==> config.mk <==
export PLATFORM = sky130hd
export DESIGN_NAME = spi_bridge
export DESIGN_NICKNAME = d
export VERILOG_FILES = /design/src/rtl/spi_pkg.sv /design/src/rtl/sync_ff.sv /design/src/rtl/spi_bridge.sv
export SDC_FILE = /design/constraint.sdc
export NUM_CORES = 1
export LEC_CHECK = 0
export ABC_AREA = 0
export CORE_AREA = 2 2 62 64
export CTS_CLUSTER_SIZE = 10
export DETAILED_ROUTE_END_ITERATION = 16
export DIE_AREA = 0 0 64 66
export GPL_TIMING_DRIVEN = 0
export PLACE_DENSITY = 0.75
export SETUP_SLACK_MARGIN = 0.4
export SKIP_CTS_REPAIR_TIMING = 1
export SLEW_MARGIN = 10
export SYNTH_ARGS = -nofsm -noshare
export SYNTH_HDL_FRONTEND = slang
export SYNTH_SLANG_ARGS = --single-unit
==> constraint.sdc <==
create_clock -name clk -period 2.1 [get_ports clk]
set_input_delay 0.42 -clock clk [delete_from_list [all_inputs] [get_ports clk]]
set_output_delay 0.42 -clock clk [all_outputs]
set_load 0.05 [all_outputs]
==> src/rtl/spi_pkg.sv <==
// Shared widths, defaults and reset constants for the SPI slave front-end.
package spi_pkg;

  localparam int unsigned SPI_BYTE_W   = 8;
  localparam int unsigned SPI_CNT_W    = 3;
  localparam int unsigned SPI_SYNC_DEF = 2;

  localparam logic                  SPI_CS_IDLE  = 1'b1;
  localparam logic [SPI_BYTE_W-1:0] SPI_DATA_RST = 8'h00;

  typedef logic [SPI_BYTE_W-1:0] spi_byte_t;
  typedef logic [SPI_CNT_W-1:0]  spi_cnt_t;

endpackage

==> src/rtl/sync_ff.sv <==
// N-stage flip-flop synchroniser with a configurable reset level.
module sync_ff #(
  parameter int unsigned STAGES  = 2,
  parameter logic        RST_VAL = 1'b0
) (
  input  logic clk,
  input  logic rst_n,
  input  logic d,
  output logic q
);

  logic [STAGES-1:0] ff;

  always_ff @(posedge clk) begin
    if (!rst_n) begin
      ff <= {STAGES{RST_VAL}};
    end else begin
      ff <= {ff[STAGES-2:0], d};
    end
  end

  assign q = ff[STAGES-1];

endmodule

==> src/rtl/spi_bridge.sv <==
// SPI mode-0 slave front-end: synchronises the pins into clk, deserialises
// MOSI into bytes for the decoder and serialises decoder bytes onto MISO.
module spi_bridge
  import spi_pkg::*;
#(
  parameter int unsigned SYNC_STAGES = SPI_SYNC_DEF
) (
  input  logic                  clk,
  input  logic                  rst_n,
  input  logic                  sclk,
  input  logic                  cs_n,
  input  logic                  mosi,
  output logic                  miso,
  output logic                  miso_en,
  output logic                  byte_sync,
  output logic [SPI_BYTE_W-1:0] data_in,
  input  logic [SPI_BYTE_W-1:0] data_out,
  output logic                  frame_start
);

  logic sclk_s, cs_s, mosi_s;
  logic sclk_h, cs_h;
  logic sclk_rise, sclk_fall, cs_fall, cs_rise, selected;

  spi_cnt_t  bit_cnt;
  spi_byte_t tx_sr;
  logic      load_dly;
  // Only seven bits are kept; the eighth comes straight from mosi_s on completion.
  logic [SPI_BYTE_W-2:0] rx_sr;

  sync_ff #(.STAGES(SYNC_STAGES), .RST_VAL(1'b0)) u_sync_sclk (
    .clk(clk), .rst_n(rst_n), .d(sclk), .q(sclk_s)
  );

  sync_ff #(.STAGES(SYNC_STAGES), .RST_VAL(SPI_CS_IDLE)) u_sync_cs (
    .clk(clk), .rst_n(rst_n), .d(cs_n), .q(cs_s)
  );

  sync_ff #(.STAGES(SYNC_STAGES), .RST_VAL(1'b0)) u_sync_mosi (
    .clk(clk), .rst_n(rst_n), .d(mosi), .q(mosi_s)
  );

  always_ff @(posedge clk) begin
    if (!rst_n) begin
      sclk_h <= 1'b0;
      cs_h   <= SPI_CS_IDLE;
    end else begin
      sclk_h <= sclk_s;
      cs_h   <= cs_s;
    end
  end

  assign sclk_rise = sclk_s & ~sclk_h;
  assign sclk_fall = ~sclk_s & sclk_h;
  assign cs_fall   = ~cs_s & cs_h;
  assign cs_rise   = cs_s & ~cs_h;
  assign selected  = ~cs_s;

  always_ff @(posedge clk) begin
    if (!rst_n) begin
      bit_cnt     <= '0;
      rx_sr       <= '0;
      tx_sr       <= '0;
      load_dly    <= 1'b0;
      byte_sync   <= 1'b0;
      frame_start <= 1'b0;
      miso_en     <= 1'b0;
      data_in     <= SPI_DATA_RST;
    end else begin
      byte_sync   <= 1'b0;
      frame_start <= cs_fall;
      load_dly    <= byte_sync;
      if (cs_fall) begin
        bit_cnt  <= '0;
        tx_sr    <= data_out;
        miso_en  <= 1'b1;
        load_dly <= 1'b0;
      end else if (cs_rise) begin
        bit_cnt  <= '0;
        miso_en  <= 1'b0;
        load_dly <= 1'b0;
      end else if (selected) begin
        if (sclk_rise) begin
          rx_sr   <= {rx_sr[SPI_BYTE_W-3:0], mosi_s};
          bit_cnt <= bit_cnt + spi_cnt_t'(1);
          if (bit_cnt == '1) begin
            byte_sync <= 1'b1;
            data_in   <= {rx_sr, mosi_s};
          end
        end
        // Reload wins over a shift; the clock ratio keeps them apart anyway.
        if (load_dly) begin
          tx_sr <= data_out;
        end else if (sclk_fall && bit_cnt != '0) begin
          tx_sr <= {tx_sr[SPI_BYTE_W-2:0], 1'b0};
        end
      end
    end
  end

  assign miso = miso_en & tx_sr[SPI_BYTE_W-1];

endmodule

==> impl_metrics.csv <==
group,metric,value,unit
run_status,status,"finished clean",
final_layout,final_cell_mix,"dfxtp_1, nand2_1, nand3_1",
worst_setup_path,reg2reg_to,"data_in[6]",
yosys,netlist_instances,158,
clock_tree,path_clk_slew,0.11,ns
place,placedCellCount,229,
power_and_ir_drop,power_switching,0.269,mW
final_layout,seq_area,764,um2
global_routing,grt.total_usage,0.155,
power_and_ir_drop,power,1.30,mW
worst_setup_path,cp_data_required_time,1.68,ns
power_and_ir_drop,combPwrFrac,0.072,
final_layout,multi_input_area,732,um2
final_layout,fill_cells,316,
global_routing,grt_max_degree,12,
worst_setup_path,r2r-start,"u_sync_cs.ff[1]",
flow_run,cap_violations,0,
place,io_buffer_count,23,
yosys,synth_nets,176,
min_path,worstHoldPathType,"primary input to register",
sta,whs,0.396,ns
worst_setup_path,reg2reg_depth,8,
power_and_ir_drop,power_leakage,1.08,nW
clock_tree,clockBufferDepth,2,
clock_tree,numCtsBuffers,5,
min_path,min_to,"u_sync_cs.ff[0]",
global_routing,antenna_found_initial,0,
place,place_congestion,0.733,
yosys,synth_area,0.00155,mm2
yosys,synth_top_area_frac,0.491,
power_and_ir_drop,p_clk_frac,0.363,
sta,setup-violations-final,0,
yosys,seq_area_frac_synth,0.491,
min_path,hold-path-cell-count,2,
worst_setup_path,end_kind,"output pin",
die,std_cell_rows,22,
yosys,ys_warn_count,0,
worst_setup_path,regToRegSetupSlack,0.51,ns
worst_setup_path,critPathArrivalTime,1.25,ns
place,dpl_worst_slack,0.210,ns
worst_setup_path,path_class,"register to output pin",
final_layout,area_growth,29.2,%
yosys,synthTopCellsByArea,"dfxtp_1, nand2_1, mux2i_1",
final_layout,final_common_cell,"dfxtp_1",
sta,finalWorstSetupSlack,0.431,ns
power_and_ir_drop,seqPwrFrac,0.565,
yosys,synth.distinct_cells,31,
clock_tree,cts-root-buf,"clkbuf_4",
clock_tree,cts_tree,"done",
final_layout,drive_gt1_frac,0.129,
final_layout,finish.cell_count_without_fillers,242,
sta,fin_crit_sh,0.795,
detailed_routing,drtIter0Drc,28,
worst_setup_path,cp_max_fo,3,
final_layout,fin_nets,211,
final_layout,utilization,0.564,
place,placed_cell_area,0.00184,mm2
die,dieArea,0.00422,mm2
sta,rsz0062_at_grt,"yes",
sta,fmax,599,MHz
sta,period_needed,1.67,ns
detailed_routing,routedWlPerCell,12.7,um
final_layout,final_area,0.00200,mm2
die,ios,25,
place,hpwlAfterDp,2240,um
clock_tree,clk_latency,0.34,ns
sta,finalClockSkew,0.0116,ns
die,die_h,66,um
sta,maxSlewHeadroom,0.651,
global_routing,overflow,0,
yosys,yosysTopAreaCell,"dfxtp_1",
power_and_ir_drop,powerDensity,650,mW/mm2
die,die_x,64,um
worst_setup_path,worst_setup_path_start_kind,"register",
power_and_ir_drop,internal-power,1.03,mW
die,start_util,0.436,
sta,hold_violations,0,
global_routing,grt_pass1_wl,5110,um
detailed_routing,dr.pass1.iters,4,
clock_tree,cts_htree_levels,2,
detailed_routing,drc,0,
detailed_routing,drt_wl_total,3060,um
power_and_ir_drop,peakVddDrop,0.446,mV
die,core_area,0.00355,mm2
yosys,avgSynthCellArea,9.80,um2
yosys,synth-seq-cells,38,
power_and_ir_drop,swShare,0.207,
sta,worst_pin_slew,0.522,ns
sta,slew_violations,0,
clock_tree,cts.sinks,38,
sta,tns,0,ns
global_routing,first_global_vias,1183,
detailed_routing,viasPerCell,5.01,
detailed_routing,vias,1213,
detailed_routing,ant_nets,0,
min_path,hp-start,"rst_n",
final_layout,n_antenna_cell,0,
-- metal layers --
metal,vias to the layer above,share of wire,track usage
li1,611,-,-
met1,570,0.42,0.168
met2,25,0.52,0.288
met3,7,0.043,0.0324
met4,0,0.020,0.0734
met5,-,0,0
-- area by class of cell --
cell class | instances | area share
Clock buffer | 7 | 0.0225
Timing Repair Buffer | 28 | 0.149
Multi-Input combinational cell | 107 | 0.366
Sequential cell | 38 | 0.382
Buffer | 8 | 0.0269
Inverter | 5 | 0.00938
Tap cell | 48 | 0.0300
Clock inverter | 1 | 0.0150
-- state kept, by name (all words and copies together) (netlist names), 2 cells and up --
name and count:
tx_sr 8, rx_sr 7, data_in 8, u_sync_mosi.ff 2, bit_cnt 3, u_sync_sclk.ff 2
u_sync_cs.ff 2
-- cells by family (layout without fill, tap and decap cells) --
kind of cell / count (synthesis) / in the layout / share of synthesized area
muxes: 9 / 9 / 0.0582
buffers and inverters: 13 / 49 / 0.0444
AOI/OAI and AO/OA: 26 / 26 / 0.132
adders and majority gates: 5 / 5 / 0.0404
DFF: 38 / 38 / 0.491
xor gates and xnor gates: 1 / 1 / 0.00566
and+or+nand+nor: 66 / 66 / 0.228
-- how the worst max path moves through the flow --
stage	endpoint	cells past startpoint	startpoint	slack [ns]
floorplan	tx_sr[1]	7	u_sync_cs.ff[1]	0.41
global placement	tx_sr[7]	7	u_sync_cs.ff[1]	0.29
detailed placement	tx_sr[7]	7	u_sync_cs.ff[1]	0.21
CTS	miso	2	miso_en	0.04
global route	miso	2	miso_en	0.37
finish	miso	2	miso_en	0.43
-- synthesized netlist by cell type --
cell type / number
nand3_1: 15
nor2_8: 1
a21boi_1: 1
nor3b_2: 1
and3_1: 2
inv_2: 1
nor2_1: 5
clkbuf_1: 4
buf_6: 2
dfxtp_1: 38
a21oi_4: 1
and2_4: 1
ha_1: 5
and4bb_2: 1
and2_1: 7
o21ai_4: 1
a21oi_1: 1
nand2_1: 26
mux2i_1: 9
o21ai_1: 1
buf_4: 1
nand2_4: 1
o21ai_0: 8
o211a_1: 7
nand4b_1: 1
inv_1: 4
xnor2_1: 1
nor2b_1: 2
nand2b_1: 3
buf_2: 1
a21boi_0: 6
-- critical path, stage by stage (launching register included) --
cell and delay, ns:
dfxtp_1 0.37, and2_1 0.13, dlymetal6s2s_1 0.41
-- power groups by stage --
stage	registers, mW	logic (mW)	clock network (mW)
2_1_floorplan	0.755	0.0483	0
3_3_place_gp	0.753	0.0828	0
3_5_place_dp	0.754	0.0847	0
4_1_cts	0.737	0.0859	0.486
5_1_grt	0.737	0.102	0.521
6_report	0.736	0.0943	0.472
No activity file was read; power rests on OpenSTA's default activity.
